File: config.mk
export PLATFORM = sky130hd
export DESIGN_NAME = network_arbiter_state_writer
export DESIGN_NICKNAME = d
export VERILOG_FILES = /design/src/rtl/network_arbiter_state_writer.sv
export SDC_FILE = /design/constraint.sdc
export NUM_CORES = 1
export LEC_CHECK = 0
export ABC_AREA = 0
export BUFFER_PORTS_ARGS = -buffer_cell sky130_fd_sc_hd__clkbuf_2
export CAP_MARGIN = 30
export CORE_ASPECT_RATIO = 0.6
export CORE_MARGIN = 2
export CORE_UTILIZATION = 55
export CTS_CLUSTER_DIAMETER = 150
export DETAILED_ROUTE_END_ITERATION = 6
export PLACE_DENSITY = 0.78
export SLEW_MARGIN = 20
export SYNTH_ARGS = -nofsm -noshare
export SYNTH_HDL_FRONTEND = slang
export SYNTH_SLANG_ARGS = --single-unit
File: constraint.sdc
create_clock -name CLK -period 5.2 [get_ports CLK]
set_clock_uncertainty 0.2 [all_clocks]
set_input_delay 0 -clock CLK [delete_from_list [all_inputs] [get_ports CLK]]
set_output_delay 0 -clock CLK [all_outputs]
set_load 0.005 [all_outputs]
File: src/rtl/network_arbiter_state_writer.sv
`default_nettype none
// ============================================================================
// Module   : network_arbiter_state_writer
// Brief    : Drains network traffic, commits a trusted/untrusted mode change
//            to the arbiter and confirms it by reading back its state_reg.
// Revision : 1.0 - initial release
// ============================================================================
module network_arbiter_state_writer #(
    parameter int QUIET_CYCLES   = 4,
    parameter int TIMEOUT_CYCLES = 1024
) (
    input  logic        CLK,
    input  logic        RESETN,
    input  logic        REQ_VALID,
    input  logic [31:0] REQ_VALUE,
    output logic        REQ_READY,
    input  logic        NET_BUSY,
    output logic        FLUSH,
    output logic [31:0] WRITE_STATE_VALUE,
    input  logic [31:0] STATE_REG,
    output logic        RSP_VALID,
    output logic [1:0]  RSP_STATUS,
    input  logic        RSP_READY
);

    localparam int                 c_CNT_W     = $clog2(TIMEOUT_CYCLES + 1);
    localparam logic [c_CNT_W-1:0] c_CNT_ONE   = c_CNT_W'(1);
    localparam logic [c_CNT_W-1:0] c_QUIET     = c_CNT_W'(QUIET_CYCLES);
    localparam logic [c_CNT_W-1:0] c_TIMEOUT   = c_CNT_W'(TIMEOUT_CYCLES);
    localparam logic [31:0]        c_TRUSTED   = 32'h0000_0000;
    localparam logic [31:0]        c_UNTRUSTED = 32'hF0F0_F0F0;
    localparam logic [1:0]         c_ST_OK       = 2'b00;
    localparam logic [1:0]         c_ST_ILLEGAL  = 2'b01;
    localparam logic [1:0]         c_ST_TIMEOUT  = 2'b10;
    localparam logic [1:0]         c_ST_MISMATCH = 2'b11;

    typedef enum logic [2:0] {
        S_IDLE   = 3'd0,
        S_DRAIN  = 3'd1,
        S_COMMIT = 3'd2,
        S_VERIFY = 3'd3,
        S_RSP    = 3'd4
    } state_t;

    state_t             r_state;
    state_t             w_state_nxt;
    logic [31:0]        r_pend;
    logic [31:0]        w_pend_nxt;
    logic [31:0]        r_cur;
    logic [31:0]        w_cur_nxt;
    logic [c_CNT_W-1:0] r_quiet_cnt;
    logic [c_CNT_W-1:0] w_quiet_nxt;
    logic [c_CNT_W-1:0] w_quiet_inc;
    logic [c_CNT_W-1:0] r_to_cnt;
    logic [c_CNT_W-1:0] w_to_nxt;
    logic [c_CNT_W-1:0] w_to_inc;
    logic               r_req_ready;
    logic               r_flush;
    logic               w_flush_nxt;
    logic               r_rsp_valid;
    logic [1:0]         r_rsp_status;
    logic [1:0]         w_rsp_status_nxt;
    logic               w_pend_legal;

    assign w_pend_legal = (r_pend == c_TRUSTED) || (r_pend == c_UNTRUSTED);
    assign w_quiet_inc  = NET_BUSY ? '0 : (r_quiet_cnt + c_CNT_ONE);
    assign w_to_inc     = r_to_cnt + c_CNT_ONE;

    always_comb begin
        w_state_nxt      = r_state;
        w_pend_nxt       = r_pend;
        w_cur_nxt        = r_cur;
        w_quiet_nxt      = r_quiet_cnt;
        w_to_nxt         = r_to_cnt;
        w_rsp_status_nxt = r_rsp_status;

        case (r_state)
            S_IDLE: begin
                if (r_req_ready && REQ_VALID) begin
                    w_pend_nxt  = REQ_VALUE;
                    w_quiet_nxt = '0;
                    w_to_nxt    = '0;
                    w_state_nxt = S_DRAIN;
                end
            end
            // The latched request is classified on the first DRAIN cycle;
            // rejected and no-op requests leave before FLUSH is ever raised.
            S_DRAIN: begin
                if (!w_pend_legal) begin
                    w_rsp_status_nxt = c_ST_ILLEGAL;
                    w_state_nxt      = S_RSP;
                end else if (r_pend == r_cur) begin
                    w_rsp_status_nxt = c_ST_OK;
                    w_state_nxt      = S_RSP;
                end else begin
                    w_quiet_nxt = w_quiet_inc;
                    w_to_nxt    = w_to_inc;
                    if (w_quiet_inc == c_QUIET) begin
                        w_cur_nxt   = r_pend;
                        w_state_nxt = S_COMMIT;
                    end else if (w_to_inc == c_TIMEOUT) begin
                        w_rsp_status_nxt = c_ST_TIMEOUT;
                        w_state_nxt      = S_RSP;
                    end
                end
            end
            S_COMMIT: begin
                w_state_nxt = S_VERIFY;
            end
            S_VERIFY: begin
                w_rsp_status_nxt = (STATE_REG == r_cur) ? c_ST_OK : c_ST_MISMATCH;
                w_state_nxt      = S_RSP;
            end
            S_RSP: begin
                if (RSP_READY) begin
                    w_state_nxt = S_IDLE;
                end
            end
            default: begin
                w_state_nxt = S_IDLE;
            end
        endcase

        w_flush_nxt = ((r_state == S_DRAIN) && (w_state_nxt == S_DRAIN)) ||
                      (w_state_nxt == S_COMMIT) || (w_state_nxt == S_VERIFY);
    end

    always_ff @(posedge CLK or negedge RESETN) begin
        if (!RESETN) begin
            r_state      <= S_IDLE;
            r_pend       <= c_TRUSTED;
            r_cur        <= c_TRUSTED;
            r_quiet_cnt  <= '0;
            r_to_cnt     <= '0;
            r_req_ready  <= 1'b0;
            r_flush      <= 1'b0;
            r_rsp_valid  <= 1'b0;
            r_rsp_status <= c_ST_OK;
        end else begin
            r_state      <= w_state_nxt;
            r_pend       <= w_pend_nxt;
            r_cur        <= w_cur_nxt;
            r_quiet_cnt  <= w_quiet_nxt;
            r_to_cnt     <= w_to_nxt;
            r_req_ready  <= (w_state_nxt == S_IDLE);
            r_flush      <= w_flush_nxt;
            r_rsp_valid  <= (w_state_nxt == S_RSP);
            r_rsp_status <= w_rsp_status_nxt;
        end
    end

    assign REQ_READY         = r_req_ready;
    assign FLUSH             = r_flush;
    assign WRITE_STATE_VALUE = r_cur;
    assign RSP_VALID         = r_rsp_valid;
    assign RSP_STATUS        = r_rsp_status;

endmodule
`default_nettype wire

==> results of run 1 <==
per-layer routing:
layer | track usage | vias up | wire length, um
met1 | 0.440 | 2039 | 6310
met5 | 0 | - | 0
met2 | 0.416 | 175 | 5620
met3 | 0.0697 | 8 | 1110
met4 | 0.0462 | 0 | 76
li1 | - | 1974 | -
synth_stat cells (all sizes together) (2+ instances only):
library cell and instances:
nor4 21, nand3 15, nor2 7, nor3 6
a21oi 5, a211oi 4, dfrtp 94, inv 2
nor2b 2, xor2 36, and3 8, mux2i 5
or4b 2, nand2 107, a21o 11, or4 3
mux2 22, nand4 17, nand2b 7, clkbuf 17
a311oi 3, and2 20, o21ai 7, or3 2
xnor2 39, nor3b 2, a22o 6, ha 2
buf 6, or3b 3
cell type report:
| cell class | count | area share |
|---|---|---|
| repair buffers | 144 | 0.146 |
| well taps | 112 | 0.0225 |
| multi-input cells | 374 | 0.404 |
| inverters | 2 | 0.00121 |
| flip-flops and latches | 94 | 0.378 |
| clock buffers | 9 | 0.0362 |
| clock inverters | 7 | 0.0119 |
repair_timing:
action                                  in CTS  in global routing
endpoints found under the setup margin       0                  0
hold endpoints to repair                    84                  0
hold buffers                                35                  0
how the worst min path moves through the flow:
stage / from / end / slack (ns)
after floorplan: RESETN / FLUSH$_DFF_PN0_ / -0.50
after global placement: RESETN / r_to_cnt[4]$_DFFE_PN0P_ / -0.16
after detailed placement: RESETN / r_to_cnt[4]$_DFFE_PN0P_ / -0.16
after CTS: RESETN / r_to_cnt[4]$_DFFE_PN0P_ / 0.02
after global routing: RESETN / r_to_cnt[4]$_DFFE_PN0P_ / 0.06
final: RESETN / r_to_cnt[4]$_DFFE_PN0P_ / 0.007
flip-flops by register name (all words and copies together), names as in the netlist:
register / cells
r_quiet_cnt: 11
FLUSH: 1
r_state: 3
RSP_STATUS: 2
r_to_cnt: 11
REQ_READY: 1
WRITE_STATE_VALUE: 32
r_pend: 32
RSP_VALID: 1
kinds of logic after synthesis:
group,share of synthesized area
AND/OR/NAND/NOR,0.224
flip-flops,0.472
XOR/XNOR,0.132
AO/OA/AOI/OAI,0.0730
multiplexers,0.0695
buffers and inverters,0.0253
adder cells (fa/ha/maj),0.00502
through the flow:
| stage | util | power, mW |
|---|---|---|
| floorplan | - | 1.39 |
| global placement | 0.644 | 1.59 |
| detailed placement | 0.644 | 1.61 |
| CTS | 0.719 | 2.29 |
| global route | 0.719 | 2.44 |
| finish | 0.719 | 2.29 |
worst register-to-register path: stages (launching register included):
cell	delay (ns)
dfrtp_1	0.77
xor2_1	0.16
nor4_1	0.30
nand4_1	0.23
o211ai_4	0.71
or2_1	0.50
buf_4	0.38
mux2_2	0.37
power groups by stage:
| stage | combinational [mW] | clock, mW | sequential, mW |
|---|---|---|---|
| final | 0.549 | 0.646 | 1.09 |
| after global routing | 0.633 | 0.697 | 1.11 |
| after CTS | 0.548 | 0.658 | 1.08 |
| after detailed placement | 0.520 | 0 | 1.09 |
| after global placement | 0.504 | 0 | 1.09 |
| after floorplan | 0.387 | 0 | 1.01 |
==> out/qor.yml, run 1 <==
sta:
  layout_setup_ws_ns: 1.47
  final-setup-viol-count: 0
  report.final.slew_viol_count: 0
  fmax_ghz: 0.268
  min_period_ns: 3.73
  hold_viol: 0
  rsz0062_at_grt: "false"
  timing.final.crit_share: 0.718
  whs_ns: 0.00725
  slew_headroom: 0.395
  fin_setup_tns_ns: 0
  worst_pin_slew_ns: 0.908
setup_path:
  crit_family: "simple AND/OR/NAND/NOR gates"
  path_max_fanout: 28
  slowest_stage: "dfrtp_1"
  worstRegToRegCells: 7
  start_kind: "flip-flop"
  r2r_end: "WRITE_STATE_VALUE[5]$_DFFE_PN0P_"
  crit_path_end: "WRITE_STATE_VALUE[5]$_DFFE_PN0P_"
  cp-end-kind: "flip-flop"
  worstPathCellList: "xor2_1 -> nor4_1 -> nand4_1 -> o211ai_4 -> or2_1 -> buf_4 -> mux2_2"
  regToRegStartpoint: "r_pend[30]$_DFFE_PN0P_"
  cp_num_buf_inv: 1
  crit_cells: 7
  crit_arrival_ns: 3.75
  cp_slowest_stage_delay_ns: 0.77
  path_class: "flip-flop to flip-flop"
  worst-endpoint-required_ns: 5.22
  crit_start: "r_pend[30]$_DFFE_PN0P_"
  rrSetupSlack_ns: 1.47
pwr:
  peakVddDrop_uv: 267
  combPwrFrac: 0.240
  intPower_mw: 1.49
  clkPwrFrac: 0.282
  swShare: 0.350
  power.leakage_nw: 3.26
  seq_power_share: 0.478
  p_switching_mw: 0.801
  powerDensity_nw_per_um2: 368
grt:
  antenna_found_initial: 0
  grt.total_usage: 0.285
  grt_pass1_vias: 4046
  grt_pass1_wl_um: 21600
  grt_max_degree: 49
  gr-total-overflow: 0
cts:
  postCtsSetupBuffers: 0
  cts_made_buffers: 9
  h-tree-depth: 3
  cts_resized: 0
  worst_skew_pair.late_latency_ns: 0.34
  clk_pin_slew_ns: 0.06
  cts_sinks: 94
  clock_path_buffers: 2
  cts_tree: "yes"
  cts_root_buffer: "clkbuf_16"
layout:
  regArea_um2: 2350
  drive_gt1_frac: 0.249
  syn2layout_area_growth_pct: 24.8
  layout_common_cells: "nand2_1 (107), clkbuf_2 (104), dfrtp_1 (94)"
  multi_input_area_um2: 2520
  layout.nets: 696
  layout_commonest_cell: "nand2_1"
  fillCellCount: 676
  final_cells: 742
  n_antenna_cell: 0
  fin_area_um2: 6220
place:
  io_buffer_count: 105
  place.gp.congestion: 0.928
  place_area_um2: 5570
  hpwl_um: 9500
  dp_slack_ns: 1.53
  dp.cells: 691
logic_synthesis:
  synthTopCellsByArea: "dfrtp_1 (47%), nand2_1 (8.1%), xnor2_1 (6.8%), xor2_1 (6.3%), mux2_4 (3.9%)"
  ys_async_sr_fraction: 1.00
  yosysTopAreaCell: "dfrtp_1"
  syn-num-nets: 564
  synth_area_per_cell_um2: 10.1
  yosysUniqueCellTypes: 47
  synth_edf_count: 0
  synth-seq-area-share: 0.472
  synth_top_area_share: 0.472
  ys_ff_latch: 94
  netlist_instances: 493
  syn_area_um2: 4990
  yosysWarnings: 0
  ys.flop_type: "dfrtp_1"
worst_hold_path:
  hold_path.class: "primary input to asynchronous set/reset pin"
detailed_routing:
  drt-pass1-iter-count: 5
  vias: 4196
  vias_per_cell: 5.65
  antenna_left: 0
  first_iter_violations: 365
  totalWireLength_um: 13100
  drc_errors: 0
  wl_per_cell_um: 17.7
die:
  boundaryPins: 106
  core_um2: 8650
  die_w_um: 127
  initial_core_util: 0.576
  die_h_um: 77.8
  die_area_um2: 9870
  num_rows: 26
job:
  cap_violations: 0
status:
  status: "finished, final reports clean"
(Power assumes the default switching activity.)
==> run 2, diff against run 1 <==
==> constraint.sdc (replaced) <==
create_clock -name CLK -period 3.5 [get_ports CLK]
set_clock_uncertainty 0.2 [all_clocks]
set_input_delay 0 -clock CLK [delete_from_list [all_inputs] [get_ports CLK]]
set_output_delay 0 -clock CLK [all_outputs]
set_load 0.005 [all_outputs]
==> run 2 against run 1 <==
Against the previous run:
- design area is 0.90% higher
- clock power up 46%
- largest power group unchanged
- routed wire length is 1.6% higher
- critical path depth did not move
==> out/qor.yml, run 2 (same netlist as run 1, synthesis figures left out) <==
detailed_routing:
  wl_per_cell_um: 17.8  # +0.95%
  totalWireLength_um: 13300  # +1.6%
  vias_per_cell: 5.71  # +0.89%
  first_iter_violations: 363  # -0.55%
  drc_errors: 0  # unchanged
  vias: 4262  # +1.6%
  drt-pass1-iter-count: 5  # unchanged
  antenna_left: 0  # unchanged
pwr:
  powerDensity_nw_per_um2: 539  # +47%
  power.leakage_nw: 3.28  # +0.78%
  peakVddDrop_uv: 362  # +36%
  p_total_mw: 3.39  # +48%
cts:
  cts_tree: "yes"
  clk_pin_slew_ns: 0.07  # about the same
  postCtsSetupBuffers: 0  # unchanged
  h-tree-depth: 3  # unchanged
  cts_sinks: 94  # unchanged
  clock_path_buffers: 2  # unchanged
  worst_skew_pair.late_latency_ns: 0.34  # about the same
  cts_resized: 0  # unchanged
  cts_made_buffers: 9  # unchanged
  holdBufCountCts: 35  # unchanged
  cts_root_buffer: "clkbuf_16"
layout:
  layout.nets: 701  # +0.72%
  drive_gt1_frac: 0.254  # +0.00434
  syn2layout_area_growth_pct: 25.9
  final_cells: 747  # +0.67%
  regArea_um2: 2350  # unchanged
  multi_input_area_um2: 2520  # unchanged
  n_antenna_cell: 0  # unchanged
  fin_area_um2: 6280  # +0.90%
  postLayoutCoreUtil: 0.726  # +0.00651
  layout_commonest_cell: "nand2_1"
  layout_common_cells: "nand2_1 (107), clkbuf_2 (104), dfrtp_1 (94)"
  fillCellCount: 615  # -9.0%
die:
  core_um2: 8650  # unchanged
  die_area_um2: 9870  # unchanged
  boundaryPins: 106  # unchanged
  num_rows: 26  # unchanged
  initial_core_util: 0.576  # unchanged
  die_w_um: 127  # unchanged
  die_h_um: 77.8  # unchanged
place:
  hpwl_um: 9610  # +1.1%
  place_area_um2: 5600  # +0.40%
  dp.cells: 694  # +0.43%
  io_buffer_count: 105  # unchanged
  place.gp.congestion: 0.899  # -3.1%
worst_hold_path:
  hold_start: "REQ_VALID"
  holdPathEnd: "r_pend[21]$_DFFE_PN0P_"
  hold_path.class: "primary input to flip-flop"
  holdPathStages: 6
setup_path:
  worst-endpoint-required_ns: 3.53  # -1.69 ns
  path_class: "flip-flop to flip-flop"
  slowest_stage: "or4b_1"
  rrSetupSlack_ns: 0.45  # -1.02 ns
  crit_arrival_ns: 3.08  # -0.67 ns
  start_kind: "flip-flop"
  cp_slowest_stage_delay_ns: 0.53  # -0.24 ns
  worstPathCellList: "ha_1 -> or4b_1 -> a2111oi_2 -> nand3_1 -> or2_1 -> buf_4 -> mux2_4"
  path_max_fanout: 33  # +18%
  r2r_end: "WRITE_STATE_VALUE[23]$_DFFE_PN0P_"
  cp_num_buf_inv: 1  # unchanged
  worstRegToRegCells: 7  # unchanged
  regToRegStartpoint: "r_quiet_cnt[0]$_DFFE_PN0P_"
  cp-end-kind: "flip-flop"
  crit_start: "r_quiet_cnt[0]$_DFFE_PN0P_"
  crit_family: "simple AND/OR/NAND/NOR gates"
grt:
  antenna_found_initial: 0  # unchanged
  grt_pass1_vias: 4018  # -0.69%
  grt_pass1_wl_um: 21300  # -1.5%
  grt_max_degree: 70  # +43%
  gr-total-overflow: 0  # unchanged
  grt.total_usage: 0.281  # -0.00404
sta:
  rsz0062_at_grt: "false"
  final-setup-viol-count: 0  # unchanged
  hold_viol: 0  # unchanged
  timing.final.crit_share: 0.871  # +0.153
  fin_setup_tns_ns: 0  # unchanged
  min_period_ns: 3.05  # -0.685 ns
  fmax_ghz: 0.328  # +22%
  report.final.slew_viol_count: 0  # unchanged
  slew_headroom: 0.590  # +0.195
  worst_pin_slew_ns: 0.611  # -0.296 ns
job:
  cap_violations: 0  # unchanged
status:
  status: "finished, final reports clean"
run 2: changes by cell type in the layout (fill, tap and decap cells not counted):
cell,previous run,this run
clkinv_4,2,3
dlygate4sd3_1,35,36
clkinv_2,2,0
inv_8,0,1
clkinv_8,0,1
buf_16,0,1
bufinv_16,1,0
buf_4,5,8
run 2: per-layer routing:
metal / GRT usage / part of all wire / wire length, um
met1: 0.434 / 0.47 / 6210
met2: 0.410 / 0.43 / 5770
met3: 0.0559 / 0.092 / 1230
met4: 0.0637 / 0.0086 / 115
met5: 0 / 0 / 0
run 2: tightest hold or removal path, cell delays in order:
cell and delay [ns]:
clkbuf_2 0.08, nand2_1 0.09, nor4_2 0.05, buf_4 0.24
nand2_1 0.11, nand2_1 0.04
run 2: cell type report:
type,count,share of cell area
clock inverter,7,0.0112
timing repair buffer,149,0.154
clock buffer,9,0.0359
multi-input combinational,374,0.401
tap,112,0.0223
sequential,94,0.375
inverter,2,0.00120
run 2: worst max path at each step:
stage | slack [ns] | cells after the start | to
final | 0.45 | 7 | WRITE_STATE_VALUE[23]$_DFFE_PN0P_
after global placement | 0.57 | 7 | WRITE_STATE_VALUE[12]$_DFFE_PN0P_
after CTS | 0.48 | 7 | WRITE_STATE_VALUE[23]$_DFFE_PN0P_
after floorplan | 0.65 | 8 | WRITE_STATE_VALUE[12]$_DFFE_PN0P_
after detailed placement | 0.53 | 7 | WRITE_STATE_VALUE[21]$_DFFE_PN0P_
after global routing | 0.39 | 7 | WRITE_STATE_VALUE[23]$_DFFE_PN0P_
run 2: power breakdown:
group | total [mW] | switching, mW | leakage [nW] | internal, mW
Sequential | 1.59 | 0.288 | 1.25 | 1.30
Combinational | 0.855 | 0.488 | 1.89 | 0.368
Clock | 0.942 | 0.443 | 0.141 | 0.499
Total | 3.39 | 1.22 | 3.28 | 2.17
run 2: through the flow:
stage | setup slack, ns | hold WS (ns)
detailed placement | 0.529 | -0.0312
global placement | 0.569 | -0.0352
finish | 0.452 | 0.105
CTS | 0.482 | 0.101
global route | 0.385 | 0.153
floorplan | 0.650 | -0.496
==> run 3, diff against run 2 <==
--- a/config.mk
+++ b/config.mk
@@ -6,14 +6,14 @@
 export NUM_CORES = 1
 export LEC_CHECK = 0
 export ABC_AREA = 0
-export BUFFER_PORTS_ARGS = -buffer_cell sky130_fd_sc_hd__clkbuf_2
 export CAP_MARGIN = 30
 export CORE_ASPECT_RATIO = 0.6
 export CORE_MARGIN = 2
 export CORE_UTILIZATION = 55
 export CTS_CLUSTER_DIAMETER = 150
 export DETAILED_ROUTE_END_ITERATION = 6
-export PLACE_DENSITY = 0.78
+export DONT_BUFFER_PORTS = 1
+export PLACE_DENSITY = 0.68
 export SLEW_MARGIN = 20
 export SYNTH_ARGS = -nofsm -noshare
 export SYNTH_HDL_FRONTEND = slang
==> constraint.sdc (replaced) <==
create_clock -name CLK -period 3.1 [get_ports CLK]
set_clock_uncertainty 0.2 [all_clocks]
set_input_delay 0 -clock CLK [delete_from_list [all_inputs] [get_ports CLK]]
set_output_delay 0 -clock CLK [all_outputs]
set_load 0.005 [all_outputs]
==> run 3 against run 2 <==
Against the previous run:
- the run now ends with hold timing left
- clock power rose by 27%
- global-route usage fell by 0.43 points
- sequential power is 14% higher
- worst hold slack lost 0.12 ns
- critical path depth is the same
- register-to-register slack worse by 0.31 ns
- final cell count is 13% lower
- sequential cell count is the same
- power up 16%
==> out/qor.yml, run 3 (same netlist as run 1, synthesis figures left out) <==
status:
  status: "finished with violations"
  violations: "hold timing"
die:
  initial_core_util: 0.576  # unchanged
  die_h_um: 77.8  # unchanged
  num_rows: 26  # unchanged
  die_w_um: 127  # unchanged
  die_area_um2: 9870  # unchanged
  core_um2: 8650  # unchanged
  boundaryPins: 106  # unchanged
place:
  place.gp.congestion: 0.844  # -6.0%
  hpwl_um: 9100  # -5.3%
  dp_slack_ns: 0.150  # -0.380 ns
  io_buffer_count: 0  # -100%
sta:
  worst_pin_slew_ns: 0.608  # -0.00317 ns
  min_period_ns: 2.96  # -0.0861 ns
  report.final.slew_viol_count: 0  # unchanged
  slew_headroom: 0.591  # +0.000836
  hold_viol: 3  # +3
  layout_setup_ws_ns: 0.138  # -0.314 ns
  rsz0062_at_grt: "false"
  fmax_ghz: 0.338  # +2.9%
  timing.final.crit_share: 0.956  # +0.0846
  fin_setup_tns_ns: 0  # unchanged
  whs_ns: -0.0125  # -0.117 ns
  final-setup-viol-count: 0  # unchanged
setup_path:
  cp-end-kind: "flip-flop"
  start_kind: "flip-flop"
  worst-endpoint-required_ns: 3.13  # -0.40 ns
  worstPathCellList: "ha_1 -> or4b_1 -> a2111oi_2 -> nand3_1 -> or2_1 -> buf_12 -> mux2_4"
  slowest_stage: "or4b_1"
  path_max_fanout: 33  # unchanged
  rrSetupSlack_ns: 0.14  # -0.31 ns
  cp_slowest_stage_delay_ns: 0.52  # about the same
  path_class: "flip-flop to flip-flop"
  crit_arrival_ns: 3.00  # -0.08 ns
layout:
  layout_common_cells: "nand2_1 (107), dfrtp_1 (94), xnor2_1 (39)"
  layout_commonest_cell: "nand2_1"
  syn2layout_area_growth_pct: 16.9
  n_antenna_cell: 0  # unchanged
  drive_gt1_frac: 0.116  # -0.138
  layout.nets: 602  # -14%
pwr:
  intPower_mw: 2.56  # +18%
  powerDensity_nw_per_um2: 676  # +25%
  seq_power_share: 0.462  # -0.008
  combPwrFrac: 0.234  # -0.019
  swShare: 0.351  # -0.00856
  power.leakage_nw: 2.88  # -12%
  p_switching_mw: 1.38  # +14%
  clkPwrFrac: 0.304  # +0.026
  peakVddDrop_uv: 554  # +53%
cts:
  cts_sinks: 94  # unchanged
  cts_root_buffer: "clkbuf_16"
  clk_pin_slew_ns: 0.07  # about the same
  cts_resized: 0  # unchanged
  postCtsSetupBuffers: 0  # unchanged
  h-tree-depth: 3  # unchanged
  worst_skew_pair.late_latency_ns: 0.35  # about the same
  cts_made_buffers: 9  # unchanged
  clock_path_buffers: 2  # unchanged
  cts_tree: "yes"
detailed_routing:
  drt-pass1-iter-count: 4  # -1
  vias: 3831  # -10%
  vias_per_cell: 5.92  # +3.8%
  totalWireLength_um: 13000  # -2.8%
  first_iter_violations: 312  # -14%
  wl_per_cell_um: 20.0  # +12%
  antenna_left: 0  # unchanged
  drc_errors: 0  # unchanged
grt:
  grt_pass1_vias: 3736  # -7.0%
  grt.total_usage: 0.277  # -0.00431
  gr-total-overflow: 0  # unchanged
  grt_max_degree: 95  # +36%
  antenna_found_initial: 0  # unchanged
  grt_pass1_wl_um: 20500  # -3.7%
job:
  cap_violations: 0  # unchanged
worst_hold_path:
  hold_path.class: "primary input to asynchronous set/reset pin"
[run 3: timing repair]
| action | in CTS | in global routing |
|---|---|---|
| setup endpoints to repair | 0 | 0 |
| endpoints found under the hold margin | 142 | 0 |
| hold buffers | 36 | 0 |
[run 3: path summary, 6_finish.rpt]
check,from,endpoint,depth (start not counted)
max,r_quiet_cnt[0]$_DFFE_PN0P_,WRITE_STATE_VALUE[30]$_DFFE_PN0P_,7
min,RESETN,r_to_cnt[6]$_DFFE_PN0P_,2
max reg2reg,r_quiet_cnt[0]$_DFFE_PN0P_,WRITE_STATE_VALUE[30]$_DFFE_PN0P_,7
min reg2reg,r_quiet_cnt[10]$_DFFE_PN0P_,r_quiet_cnt[10]$_DFFE_PN0P_,2
max in group asynchronous,RESETN,WRITE_STATE_VALUE[27]$_DFFE_PN0P_,2
min in group CLK,NET_BUSY,r_state[0]$_DFF_PN0_,4
[run 3: worst max-delay path, delay by kind of cell (launching register included)]
kind            cells  cell delay [ns]
compound gates      1             0.41
fa+ha+maj           1             0.33
buf+inv             1             0.18
flops               1             0.41
mux                 1             0.31
simple gates        3             0.99
[run 3: power groups by stage]
| stage | sequential [mW] | clock [mW] | combinational (mW) |
|---|---|---|---|
| floorplan | 1.69 | 0 | 0.650 |
| detailed placement | 1.82 | 0 | 0.844 |
| global route | 1.84 | 1.27 | 1.05 |
| finish | 1.82 | 1.20 | 0.920 |
| global placement | 1.81 | 0 | 0.811 |
| CTS | 1.80 | 1.21 | 0.916 |
[run 3: routing by layer]
metal | vias up | global-route usage | part of all wire
met5 | - | 0 | 0
li1 | 1782 | - | -
met1 | 1867 | 0.418 | 0.48
met3 | 20 | 0.0855 | 0.090
met4 | 0 | 0.0758 | 0.015
met2 | 162 | 0.385 | 0.41
[run 3: metrics by stage]
step           instance area, um2  utilization  total power [mW]  cells
2_1_floorplan                4990            -              2.34    493
3_3_place_gp                 5130        0.593              2.62    596
3_5_place_dp                 5130        0.593              2.66    596
4_1_cts                      5830        0.674              3.93    647
5_1_grt                      5830        0.674              4.16    647
6_report                     5830        0.674              3.94    647
[run 3: area by class of cell]
type	instances	area, um2
clock buffer	9	225
tap	112	140
multi-input combinational	374	2520
fill	684	2820
timing repair buffer	50	495
sequential	94	2350
inverter	2	7.51
clock inverter	6	93.8
